--- src/rtl/sap_pkg.sv ---
// rtl/sap_pkg.sv - shared opcodes, T-state encodings and control-word bit ordering for the SAP-1 sequencer
package sap_pkg;

    localparam int OP_W = 4;

    localparam logic [OP_W-1:0] OP_LDA = 4'h0;
    localparam logic [OP_W-1:0] OP_ADD = 4'h1;
    localparam logic [OP_W-1:0] OP_SUB = 4'h2;
    localparam logic [OP_W-1:0] OP_OUT = 4'hE;
    localparam logic [OP_W-1:0] OP_HLT = 4'hF;

    localparam int TS_W = 6;

    localparam logic [TS_W-1:0] T1 = 6'b000001;
    localparam logic [TS_W-1:0] T2 = 6'b000010;
    localparam logic [TS_W-1:0] T3 = 6'b000100;
    localparam logic [TS_W-1:0] T4 = 6'b001000;
    localparam logic [TS_W-1:0] T5 = 6'b010000;
    localparam logic [TS_W-1:0] T6 = 6'b100000;

    // Control-word bit positions; hlt sits just above the word at index CW_W.
    localparam int CW_INC     = 0;
    localparam int CW_PC_OUT  = 1;
    localparam int CW_MAR_LD  = 2;
    localparam int CW_RAM_OUT = 3;
    localparam int CW_IR_LD   = 4;
    localparam int CW_IR_OUT  = 5;
    localparam int CW_A_LD    = 6;
    localparam int CW_A_OUT   = 7;
    localparam int CW_ALU_SUB = 8;
    localparam int CW_ALU_OUT = 9;
    localparam int CW_B_LD    = 10;
    localparam int CW_OUT_LD  = 11;
    localparam int CW_W       = 12;

    typedef logic [CW_W-1:0] cw_t;

    function automatic logic is_onehot(input logic [TS_W-1:0] s);
        return (s != '0) && ((s & (s - 6'd1)) == '0);
    endfunction

endpackage

--- src/rtl/sap_ring_counter.sv ---
// rtl/sap_ring_counter.sv - one-hot T1..T6 ring with halt freeze and illegal-state recovery
module sap_ring_counter
    import sap_pkg::*;
(
    input  logic            clk,
    input  logic            clr,
    input  logic            hold,
    output logic [TS_W-1:0] state
);

    logic            armed;
    logic [TS_W-1:0] state_nxt;

    // armed holds T1 through the first edge after clr so T1 gets a full clean cycle.
    always_ff @(posedge clk or posedge clr) begin
        if (clr) begin
            state <= T1;
            armed <= 1'b0;
        end else begin
            state <= state_nxt;
            armed <= 1'b1;
        end
    end

    always_comb begin
        state_nxt = state;
        if (!is_onehot(state)) begin
            state_nxt = T1;
        end else if (armed && !hold) begin
            state_nxt = {state[TS_W-2:0], state[TS_W-1]};
        end
    end

endmodule

--- src/rtl/sap_controller_sequencer.sv ---
// rtl/sap_controller_sequencer.sv - SAP-1 controller-sequencer: ring counter plus opcode decode to control word
module sap_controller_sequencer
    import sap_pkg::*;
(
    input  logic            clk,
    input  logic            clr,
    input  logic [OP_W-1:0] opcode,
    output logic            inc,
    output logic            pc_out_en,
    output logic            mar_ld,
    output logic            ram_out_en,
    output logic            ir_ld,
    output logic            ir_out_en,
    output logic            a_ld,
    output logic            a_out_en,
    output logic            alu_sub,
    output logic            alu_out_en,
    output logic            b_ld,
    output logic            out_ld,
    output logic            hlt,
    output logic [TS_W-1:0] tstate
);

    logic halted;
    logic halt;
    cw_t  cw;

    // halted latches the halt so later opcode changes cannot release the freeze.
    assign halt = halted || ((tstate == T4) && (opcode == OP_HLT));

    always_ff @(posedge clk or posedge clr) begin
        if (clr) begin
            halted <= 1'b0;
        end else if (halt) begin
            halted <= 1'b1;
        end
    end

    sap_ring_counter u_ring (
        .clk   (clk),
        .clr   (clr),
        .hold  (halt),
        .state (tstate)
    );

    always_comb begin
        cw = '0;
        case (tstate)
            T1: begin
                cw[CW_PC_OUT] = 1'b1;
                cw[CW_MAR_LD] = 1'b1;
            end
            T2: cw[CW_INC] = 1'b1;
            T3: begin
                cw[CW_RAM_OUT] = 1'b1;
                cw[CW_IR_LD]   = 1'b1;
            end
            T4: begin
                case (opcode)
                    OP_LDA, OP_ADD, OP_SUB: begin
                        cw[CW_IR_OUT] = 1'b1;
                        cw[CW_MAR_LD] = 1'b1;
                    end
                    OP_OUT: begin
                        cw[CW_A_OUT]  = 1'b1;
                        cw[CW_OUT_LD] = 1'b1;
                    end
                    default: ;
                endcase
            end
            T5: begin
                case (opcode)
                    OP_LDA: begin
                        cw[CW_RAM_OUT] = 1'b1;
                        cw[CW_A_LD]    = 1'b1;
                    end
                    OP_ADD, OP_SUB: begin
                        cw[CW_RAM_OUT] = 1'b1;
                        cw[CW_B_LD]    = 1'b1;
                        cw[CW_ALU_SUB] = (opcode == OP_SUB);
                    end
                    default: ;
                endcase
            end
            T6: begin
                if ((opcode == OP_ADD) || (opcode == OP_SUB)) begin
                    cw[CW_ALU_OUT] = 1'b1;
                    cw[CW_A_LD]    = 1'b1;
                    cw[CW_ALU_SUB] = (opcode == OP_SUB);
                end
            end
            default: ;
        endcase
        if (clr || halt) begin
            cw = '0;
        end
    end

    assign inc        = cw[CW_INC];
    assign pc_out_en  = cw[CW_PC_OUT];
    assign mar_ld     = cw[CW_MAR_LD];
    assign ram_out_en = cw[CW_RAM_OUT];
    assign ir_ld      = cw[CW_IR_LD];
    assign ir_out_en  = cw[CW_IR_OUT];
    assign a_ld       = cw[CW_A_LD];
    assign a_out_en   = cw[CW_A_OUT];
    assign alu_sub    = cw[CW_ALU_SUB];
    assign alu_out_en = cw[CW_ALU_OUT];
    assign b_ld       = cw[CW_B_LD];
    assign out_ld     = cw[CW_OUT_LD];
    assign hlt        = halt && !clr;

endmodule

--- config.mk ---
export PLATFORM = sky130hd
export DESIGN_NAME = sap_controller_sequencer
export DESIGN_NICKNAME = d
export VERILOG_FILES = /design/src/rtl/sap_pkg.sv /design/src/rtl/sap_ring_counter.sv /design/src/rtl/sap_controller_sequencer.sv
export SDC_FILE = /design/constraint.sdc
export NUM_CORES = 1
export LEC_CHECK = 0
export BUFFER_PORTS_ARGS = -buffer_cell sky130_fd_sc_hd__buf_2
export CORE_MARGIN = 2
export CORE_UTILIZATION = 45
export CTS_CLUSTER_DIAMETER = 50
export DETAILED_ROUTE_END_ITERATION = 8
export PLACE_DENSITY = 0.76
export SLEW_MARGIN = 20
export SYNTH_ARGS = -nofsm -noshare
export SYNTH_HDL_FRONTEND = slang
export SYNTH_SLANG_ARGS = --single-unit
--- constraint.sdc ---
create_clock -name clk -period 2.2 [get_ports clk]
set_input_delay 0.44 -clock clk [delete_from_list [all_inputs] [get_ports clk]]
set_output_delay 0.44 -clock clk [all_outputs]
set_load 0.01 [all_outputs]
======== Word level (Yosys, flattened, before mapping) ========
Index checks and enable logic that the tools add are counted.
operators by class
  shift-type cells ........................ 0
  reductions and logical operators ........ 14
  order comparisons ....................... 0
  divide/modulo/power cells ............... 0
  bitwise operators ....................... 1
  eq/ne operators ......................... 11
  multipliers ............................. 0
  add/subtract/negate cells ............... 1
  muxes and demuxes ....................... 21
operators with widths
  kind                                                                number
  1-bit 2-to-1 mux                                                    13
  12-bit 2-to-1 mux                                                   1
  6-bit 2-to-1 mux                                                    2
  4-bit == test, second input constant                                2
  1-bit one-hot mux with 2 select lines                               4
  6-bit AND                                                           1
  6-bit by 1-bit == test with 1-bit output, second input constant     1
  6-bit by 2-bit == test with 1-bit output, second input constant     1
  6-bit by 3-bit == test with 1-bit output, second input constant     1
  6-bit by 4-bit == test with 1-bit output, second input constant     1
  6-bit by 5-bit == test with 1-bit output, second input constant     1
  6-bit == test, second input constant                                1
  6-bit logical NOT                                                   1
  6-bit nonzero test                                                  1
  6-bit by 1-bit subtractor with 6-bit output, second input constant  1
  4-bit by 1-bit == test with 1-bit output, second input constant     1
  4-bit by 2-bit == test with 1-bit output, second input constant     1
  1-bit logical AND                                                   4
  4-bit logical NOT                                                   1
  1-bit logical OR                                                    3
  3-bit OR reduction                                                  1
  1-bit logical NOT                                                   2
  2-bit 2-to-1 mux                                                    1
  2-bit inequality test, second input constant                        1
  2-bit OR reduction                                                  1
word-level totals
  bits in writable memories ............... 0
  logic and storage cells ................. 51
  bits of input ports ..................... 6
  latch bits .............................. 0
  register bits ........................... 8
  bits in read-only memories .............. 0
  memories kept ........................... 0

======== Logic depth before layout (Yosys ltp) ========
Gate-level depths: netlist of the first run.
  depth after elaboration ................. 7
  depth in mapped cells ................... 6
  mapped depth without buffers ............ 4

======== By module ========
From an unflattened synthesis of the first run, not the netlist that was laid out.
unflattened totals
  cells, all modules ...................... 78
  area, all modules ....................... 664.4 um2
by module, submodules not included
  module                    sequential area each (um2)  times used  cells each  area each (um2)
  sap_ring_counter          176.4                       1           35          379.1
  sap_controller_sequencer  25.0                        1           43          285.3

======== Least setup slack after synthesis of the first run ========
OpenSTA, ideal clock, no wires.
  path type ............................... reg-to-output
  start point ............................. register u_ring.state[2]
  end point ............................... output port out_ld
  arrival time ............................ 1900 ps
  path slack .............................. -140 ps
  cell stages (with the launch flop) ...... 6
  required time ........................... 1760 ps
  cells stage by stage .................... dfrtp_1 buf_8 or4_4 nor2_1 nor4b_1 buf_4
between the ends
  cells in the longest elaborated chain, start to end .. 5
  elaborated cells between the ends (all ways) .. 6
ends and longest elaborated chain
  item                                        line                                                            text
  start, declared                             sap_ring_counter.sv:8                                           output logic [TS_W-1:0] state
  start signal, assigned                      sap_ring_counter.sv:20                                          state <= state_nxt;
  6-bit by 4-bit == test with 1-bit output *  sap_controller_sequencer.sv:29, sap_controller_sequencer.sv:48
  1-bit logical AND                           sap_controller_sequencer.sv:29                                  assign halt = halted || ((tstate == T4) && (opcode == OP_HLT));
  1-bit logical OR                            sap_controller_sequencer.sv:29
  1-bit logical OR                            sap_controller_sequencer.sv:94                                  if (clr || halt) begin
  12-bit 2-to-1 mux *                         sap_controller_sequencer.sv:94
  end, declared                               sap_controller_sequencer.sv:19                                  output logic out_ld,
Every way passes the cells marked *; elsewhere a longest branch is shown, timed or not.

======== Final worst setup path of the first run ========
  start point ............................. register u_ring.state[2]
  end point ............................... output port a_out_en
between the ends
  cells in the longest elaborated chain, start to end .. 5
  elaborated cells between the ends (all ways) .. 6
ends and longest elaborated chain
  item                                        line                                                            text
  6-bit by 4-bit == test with 1-bit output *  sap_controller_sequencer.sv:29, sap_controller_sequencer.sv:48
  1-bit logical AND                           sap_controller_sequencer.sv:29
  1-bit logical OR                            sap_controller_sequencer.sv:29
  1-bit logical OR                            sap_controller_sequencer.sv:94
  12-bit 2-to-1 mux *                         sap_controller_sequencer.sv:94
  end, declared                               sap_controller_sequencer.sv:15                                  output logic a_out_en,
Marked as above.

==> load_flow_metrics.sql, run 1 <==
INSERT INTO impl_metrics (metric_group, metric, value, unit) VALUES
('status', 'outcome', 'finished, violations left', ''),
('status', 'violations', 'negative setup slack', ''),
('clock_network', 'clkTransAtPathRegs', '0.05', 'ns'),
('global_routing', 'grt.overflow.total', '0', ''),
('logic_synthesis', 'leading_register_cell_type_out_of_synthesis', 'sky130_fd_sc_hd__dfrtp_1', ''),
('die', 'dieHeight', '40.6', 'um'),
('drt', 'ant_nets', '0', ''),
('clock_network', 'clock_insertion_delay_worst_skew', '0.25', 'ns'),
('power', 'netSwitchingFraction', '22.2', '%'),
('die', 'die_area', '1650', 'um^2'),
('worst_hold_path', 'hold_path.class', 'input pin to async pin', ''),
('drt', 'drt-total-wl', '1.74', 'mm'),
('logic_synthesis', 'synth_seq_cells', '8', ''),
('logic_synthesis', 'synthDominantCellAreaShare', '29.0', '%'),
('placement', 'portBuffers', '24', ''),
('logic_synthesis', 'count_of_unique_library_cells_instantiated_by_yosys', '31', ''),
('die', 'initial_core_util', '47.0', '%'),
('sta', 'final.setup_skew', '0.00506', 'ns'),
('sta', 'fin_hold_ws', '0.182', 'ns'),
('finish', 'postLayoutCellArea', '910', 'um^2'),
('logic_synthesis', 'ys_top_cells_by_area', 'sky130_fd_sc_hd__dfrtp_1 29%, sky130_fd_sc_hd__nor2_1 6.8%, sky130_fd_sc_hd__nor4b_1 5.8%, sky130_fd_sc_hd__mux2i_1 5.0%, sky130_fd_sc_hd__dfstp_2 4.3%', ''),
('sta', 'rsz0062_at_grt', 'true', ''),
('placement', 'post-place-ws', '0.0623', 'ns'),
('finish', 'final_net_count', '112', ''),
('drt', 'drt-wirelength-per-cell', '14.5', 'um'),
('power', 'leakage_power_total', '0.000461', 'uW'),
('power', 'comb_power_share', '7.7', '%'),
('global_routing', 'grt_usage', '22.4', '%'),
('global_routing', 'first_pass_grt_wire_length', '2.30', 'mm'),
('placement', 'post-dp-hpwl', '1.08', 'mm'),
('logic_synthesis', 'synth.yosys.seq_area_share', '33.3', '%'),
('finish', 'antenna_cells', '0', ''),
('drt', 'drc', '0', ''),
('die', 'boundaryPins', '25', ''),
('logic_synthesis', 'yosys.cell_count.top_type', 'sky130_fd_sc_hd__nor2_1', ''),
('clock_network', 'cts_max_path_buffers', '2', ''),
('worst_setup_path', 'cp-end-kind', 'primary output', ''),
('logic_synthesis', 'yosys.area.top_type', 'sky130_fd_sc_hd__dfrtp_1', ''),
('sta', 'final.min_clock_period', '2.32', 'ns'),
('logic_synthesis', 'synth_commonest_cells', '11 x sky130_fd_sc_hd__nor2_1, 7 x sky130_fd_sc_hd__dfrtp_1, 7 x sky130_fd_sc_hd__nand2_1', ''),
('worst_setup_path', 'critical_path_peak_fanout', '7', ''),
('sta', 'report.final.setup_viol', '9', ''),
('worst_setup_path', 'worst_ep_required_time', '1.76', 'ns'),
('global_routing', 'largest_net_degree_at_the_start_of_global_routing', '10', ''),
('logic_synthesis', 'post_synth.cell_area_avg', '8.63', 'um^2'),
('sta', 'final.period_utilization', '105', '%'),
('logic_synthesis', 'synth_nets', '76', ''),
('power', 'powerDensity', '318', 'nW/um^2'),
('power', 'power_report.internal_total', '225', 'uW'),
('drt', 'via_count', '649', ''),
('sta', 'postLayoutSetupSlackWorst', '-0.118', 'ns'),
('logic_synthesis', 'number_of_instances_in_the_synthesized_netlist', '70', ''),
('drt', 'route.detailed.vias_per_inst', '5.41', ''),
('finish', 'syn_to_final_growth', '50.5', '%'),
('finish', 'drive_above_1_share', '50.5', '%'),
('drt', 'drt-initial-drc-count', '18', ''),
('clock_network', 'tritoncts', 'built', ''),
('placement', 'placed_cells', '108', ''),
('sta', 'max_clock_freq', '431', 'MHz'),
('clock_network', 'h-tree-depth', '1', ''),
('global_routing', 'vias_in_the_first_global_route', '546', ''),
('worst_setup_path', 'startpoint_type', 'flip-flop', ''),
('die', 'std_cell_rows', '13', ''),
('worst_setup_path', 'cp.arrival', '1.88', 'ns'),
('flow_run', 'cap_viol_max_count', '0', ''),
('drt', 'drt_first_pass_iters', '4', ''),
('global_routing', 'antenna_found_initial', '0', ''),
('logic_synthesis', 'synth_area', '604', 'um^2'),
('clock_network', 'cts.sinks', '8', ''),
('worst_setup_path', 'setup.worst_path.class', 'flip-flop to primary output', ''),
('power', 'net-switching-power', '64.2', 'uW');
what timing repair did:
action	in CTS	in global routing
pin swaps	3	6
setup buffers	4	4
gates resized for setup	12	3
cloned	0	0
setup endpoints to repair	10	13
final timing paths:
| check | startpoint | end | slack (ns) | cells past startpoint |
|---|---|---|---|---|
| hold / removal | clr | u_ring.armed$_DFF_PP0_ | 0.18 | 2 |
| setup reg to reg | u_ring.state[2]$_DFFE_PP0P_ | u_ring.state[0]$_DFFE_PP1P_ | 0.12 | 6 |
| hold reg to reg | u_ring.state[1]$_DFFE_PP0P_ | u_ring.state[1]$_DFFE_PP0P_ | 0.69 | 2 |
| max in group asynchronous | clr | u_ring.state[0]$_DFFE_PP1P_ | 1.73 | 2 |
| setup / recovery | u_ring.state[2]$_DFFE_PP0P_ | a_out_en | -0.12 | 4 |
| min in group clk | opcode[1] | halted$_DFFE_PP0P_ | 0.64 | 3 |
layer usage:
metal	global-route usage (%)	routed length (um)	up-vias	part of all wire (%)
li1	-	-	319	-
met1	24.7	714	286	41
met2	36.5	835	32	48
met3	3.80	100	12	5.8
met4	20.0	87	0	5.0
met5	0	0	-	0
flip-flops by register name (all words and copies together) (netlist names):
| signal | flops |
|---|---|
| halted | 1 |
| u_ring.armed | 1 |
| u_ring.state | 6 |
kinds of logic after synthesis:
group	synth area share, %
buffers and inverters	7.45
other	0.621
AO/OA/AOI/OAI	15.7
XOR/XNOR	4.35
AND/OR/NAND/NOR	33.5
flip-flops	33.3
multiplexers	4.97
power by group through the flow:
stage	Sequential, uW	Combinational [uW]	Clock, uW
6_report	149	22.2	118
5_1_grt	149	24.9	128
4_1_cts	149	21.9	123
3_5_place_dp	152	19.7	0
3_3_place_gp	152	19.1	0
2_1_floorplan	151	9.53	0
critical path, stage by stage, from the launching register on:
cell and delay [ns]:
sky130_fd_sc_hd__dfrtp_2 0.48, sky130_fd_sc_hd__or4_4 0.59, sky130_fd_sc_hd__nor2_4 0.12, sky130_fd_sc_hd__nor4b_4 0.25, sky130_fd_sc_hd__buf_2 0.18
final cells by class:
class,count,area (um^2)
Sequential cell,8,204
Fill cell,99,375
Timing Repair Buffer,35,206
Clock buffer,4,26.3
Inverter,4,15.0
Tap cell,15,18.8
Multi-Input combinational cell,54,439
placed cells by master (no fill, tap or decap):
| cell | instances |
|---|---|
| sky130_fd_sc_hd__o311ai_4 | 1 |
| sky130_fd_sc_hd__nand2_1 | 7 |
| sky130_fd_sc_hd__and3_1 | 1 |
| sky130_fd_sc_hd__dfrtp_1 | 5 |
| sky130_fd_sc_hd__o22ai_1 | 2 |
| sky130_fd_sc_hd__nor4_2 | 2 |
| sky130_fd_sc_hd__a211oi_2 | 1 |
| sky130_fd_sc_hd__o31ai_1 | 1 |
| sky130_fd_sc_hd__or4_4 | 1 |
| sky130_fd_sc_hd__xnor2_1 | 2 |
| sky130_fd_sc_hd__or2_2 | 1 |
| sky130_fd_sc_hd__o31ai_4 | 1 |
| sky130_fd_sc_hd__nand3_1 | 1 |
| sky130_fd_sc_hd__clkbuf_4 | 3 |
| sky130_fd_sc_hd__o311a_1 | 1 |
| sky130_fd_sc_hd__clkbuf_1 | 1 |
| sky130_fd_sc_hd__nor3_1 | 1 |
| sky130_fd_sc_hd__nand3b_1 | 1 |
| sky130_fd_sc_hd__nor2_1 | 10 |
| sky130_fd_sc_hd__nand4b_1 | 1 |
| sky130_fd_sc_hd__nor4b_4 | 2 |
| sky130_fd_sc_hd__xor2_1 | 1 |
| sky130_fd_sc_hd__buf_4 | 10 |
| sky130_fd_sc_hd__mux2i_1 | 3 |
| sky130_fd_sc_hd__inv_1 | 4 |
| sky130_fd_sc_hd__o21bai_1 | 2 |
| sky130_fd_sc_hd__and2_1 | 3 |
| sky130_fd_sc_hd__dfrtp_2 | 2 |
| sky130_fd_sc_hd__conb_1 | 1 |
| sky130_fd_sc_hd__nor2b_1 | 1 |
| sky130_fd_sc_hd__a211o_1 | 1 |
| sky130_fd_sc_hd__buf_6 | 1 |
| sky130_fd_sc_hd__dfstp_2 | 1 |
| sky130_fd_sc_hd__buf_2 | 24 |
| sky130_fd_sc_hd__nand2b_1 | 2 |
| sky130_fd_sc_hd__nor4b_2 | 2 |
| sky130_fd_sc_hd__nor2_4 | 1 |
stage by stage:
| stage | total power [uW] | TNS [ns] |
|---|---|---|
| after floorplan | 161 | 0 |
| after global placement | 171 | 0 |
| after detailed placement | 171 | 0 |
| after CTS | 294 | -0.209 |
| after global routing | 302 | -1.57 |
| final | 290 | -0.708 |
Power figures use the tool's default switching activity.
==> run 2, diff against run 1 <==
--- a/config.mk
+++ b/config.mk
@@ -7,10 +7,9 @@
 export LEC_CHECK = 0
 export BUFFER_PORTS_ARGS = -buffer_cell sky130_fd_sc_hd__buf_2
 export CORE_MARGIN = 2
-export CORE_UTILIZATION = 45
+export CORE_UTILIZATION = 35
 export CTS_CLUSTER_DIAMETER = 50
 export DETAILED_ROUTE_END_ITERATION = 8
-export PLACE_DENSITY = 0.76
 export SLEW_MARGIN = 20
 export SYNTH_ARGS = -nofsm -noshare
 export SYNTH_HDL_FRONTEND = slang
==> run 2 against run 1 <==
Against the previous run: the flow still finishes with violations (negative setup slack); utilization is 13 points lower; critical path depth grew 2; fmax grew 0.57%; non-clock buffer count up 3; combinational power barely moved; design area increased by 5.2%; flip-flop and latch count unchanged; total power increased by 1.4%; die area rose by 26%; clock power up 4%; register-to-register slack about the same; sequential power barely moved; largest cell class unchanged.
==> load_flow_metrics.sql, run 2 (synthesis gave the netlist of run 1 again) <==
INSERT INTO impl_metrics (metric_group, metric, value, unit) VALUES
('status', 'outcome', 'finished, violations left', ''),
('status', 'violations', 'negative setup slack', ''),
('sta', 'rsz0062_at_grt', 'true', ''),
('drt', 'drt-total-wl', '1.77', 'mm'),
('finish', 'syn_to_final_growth', '58.4', '%'),
('finish', 'drive_above_1_share', '53.7', '%'),
('clock_network', 'cts.sinks', '8', ''),
('clock_network', 'tritoncts', 'built', ''),
('worst_setup_path', 'startpoint_type', 'flip-flop', ''),
('finish', 'commonest_cells_after_routing_fill_and_taps_aside', '24 x sky130_fd_sc_hd__buf_2, 14 x sky130_fd_sc_hd__buf_4, 10 x sky130_fd_sc_hd__nor2_1', ''),
('finish', 'num-fill-cells', '152', ''),
('power', 'post_layout_power', '294', 'uW'),
('drt', 'drt_first_pass_iters', '4', ''),
('finish', 'fin_util', '57.3', '%'),
('sta', 'timing.final.hold_violations', '0', ''),
('die', 'core_area', '1670', 'um^2'),
('finish', 'most_flop_heavy_register', 'u_ring.state', ''),
('power', 'leakage_power_total', '0.000484', 'uW'),
('worst_setup_path', 'cp-end-kind', 'primary output', ''),
('finish', 'antenna_cells', '0', ''),
('finish', 'mostFrequentLayoutCell', 'sky130_fd_sc_hd__buf_2', ''),
('worst_setup_path', 'timing.critical_path.slowest_stage_cell', 'sky130_fd_sc_hd__o311a_1', ''),
('finish', 'biggestRegsByFlops', 'u_ring.state: 6 flops, halted: 1 flops, u_ring.armed: 1 flops', ''),
('sta', 'final.period_utilization', '105', '%'),
('global_routing', 'largest_net_degree_at_the_start_of_global_routing', '10', ''),
('finish', 'final_net_count', '115', ''),
('global_routing', 'vias_in_the_first_global_route', '563', ''),
('drt', 'drt-initial-drc-count', '15', ''),
('die', 'die_area', '2080', 'um^2'),
('global_routing', 'grt.overflow.total', '0', ''),
('finish', 'multi_input_area', '464', 'um^2'),
('worst_setup_path', 'setup.worst_path.class', 'flip-flop to primary output', ''),
('power', 'vdd_drop_max', '276', 'uV'),
('die', 'dieHeight', '45.6', 'um'),
('sta', 'max_clock_freq', '434', 'MHz'),
('sta', 'final.min_clock_period', '2.30', 'ns'),
('sta', 'report.final.setup_viol', '8', ''),
('drt', 'drt-wirelength-per-cell', '14.2', 'um'),
('global_routing', 'grt_usage', '16.2', '%'),
('clock_network', 'clock_insertion_delay_worst_skew', '0.25', 'ns'),
('placement', 'place_congestion', '0.795', ''),
('clock_network', 'root_buffer', 'sky130_fd_sc_hd__clkbuf_4', ''),
('worst_setup_path', 'path_cells', 'buf_4, nor4b_4, a211oi_2, o311a_1, o21bai_1, buf_2', ''),
('placement', 'post-place-ws', '0.0684', 'ns'),
('worst_setup_path', 'cp.arrival', '1.86', 'ns'),
('sta', 'postLayoutSetupSlackWorst', '-0.104', 'ns'),
('global_routing', 'first_pass_grt_wire_length', '2.44', 'mm'),
('drt', 'drc', '0', ''),
('drt', 'via_count', '667', ''),
('die', 'initial_core_util', '36.2', '%'),
('placement', 'post-dp-hpwl', '1.07', 'mm'),
('finish', 'seqCellArea', '205', 'um^2'),
('clock_network', 'clkTransAtPathRegs', '0.06', 'ns'),
('placement', 'portBuffers', '24', ''),
('die', 'std_cell_rows', '15', ''),
('die', 'boundaryPins', '25', ''),
('global_routing', 'antenna_found_initial', '0', ''),
('clock_network', 'tritoncts.num_buffers', '3', ''),
('worst_setup_path', 'worst_ep_required_time', '1.76', 'ns'),
('worst_setup_path', 'timing.critical_path.slowest_cell_delay', '0.44', 'ns'),
('drt', 'route.detailed.vias_per_inst', '5.34', ''),
('clock_network', 'cts_max_path_buffers', '2', ''),
('power', 'powerDensity', '307', 'nW/um^2'),
('sta', 'slew_viols_final', '0', ''),
('worst_hold_path', 'hold_path.class', 'input pin to async pin', ''),
('clock_network', 'h-tree-depth', '1', ''),
('flow_run', 'cap_viol_max_count', '0', ''),
('worst_setup_path', 'timing.reg2reg.worst_path_depth', '6', ''),
('finish', 'largest_register_ffs', '6', ''),
('worst_setup_path', 'critical_path_peak_fanout', '6', ''),
('sta', 'final.setup_skew', '0.000920', 'ns'),
('clock_network', 'cts_hold_repair.buffers', '0', ''),
('drt', 'ant_nets', '0', ''),
('die', 'die-width', '45.6', 'um');
## run 2: worst max-delay path: cells and delay by family, from the launching register on
kind / cells / cell delay (ns)
AO/OA/AOI/OAI: 3 / 0.64
AND/OR/NAND/NOR: 1 / 0.28
buffers and inverters: 2 / 0.30
flip-flops: 1 / 0.39
## run 2: final timing paths
check                                                 start                           to  slack, ns
worst max register to register  u_ring.state[1]$_DFFE_PP0P_  u_ring.state[0]$_DFFE_PP1P_       0.13
worst min register to register           halted$_DFFE_PP0P_           halted$_DFFE_PP0P_       0.69
max in group asynchronous                               clr  u_ring.state[0]$_DFFE_PP1P_       1.71
min in group clk                                  opcode[1]           halted$_DFFE_PP0P_       0.66
worst min-delay path                                    clr       u_ring.armed$_DFF_PP0_       0.19
worst max-delay path            u_ring.state[0]$_DFFE_PP1P_                       mar_ld      -0.10
## run 2: where the power goes
part           internal [uW]  switching, uW  leakage, uW  total (uW)
clock network           69.6           52.9    0.0000150         123
logic                   7.72           14.5     0.000378        22.2
registers                148          0.730    0.0000903         149
## run 2: routing by layer
| metal | track usage, % | routed length, um |
|---|---|---|
| met1 | 21.0 | 795 |
| met2 | 26.5 | 902 |
| met3 | 1.19 | 62 |
| met4 | 8.82 | 12 |
| met5 | 0 | 0 |
## run 2: repair_timing
| action | CTS | global route |
|---|---|---|
| endpoints found under the setup margin | 10 | 12 |
| pin swaps | 0 | 8 |
| buffers inserted | 6 | 5 |
| resized for setup | 9 | 9 |
| gates cloned | 0 | 0 |
## run 2: final cells by class
class | count | share of cell area [%]
clock buffer | 4 | 2.75
inverter | 4 | 1.57
multi-input combinational | 54 | 48.5
sequential | 8 | 21.4
tap | 17 | 2.22
timing repair buffer | 38 | 23.5
## run 2: per-stage QoR
step | instances | instance area, um^2 | setup TNS, ns | hold slack (ns)
2_1_floorplan | 70 | 611 | 0 | 0.260
3_3_place_gp | 110 | 744 | 0 | 0.442
3_5_place_dp | 110 | 744 | 0 | 0.448
4_1_cts | 120 | 862 | -0.120 | 0.187
5_1_grt | 125 | 957 | -1.16 | 0.214
6_report | 125 | 957 | -0.613 | 0.194
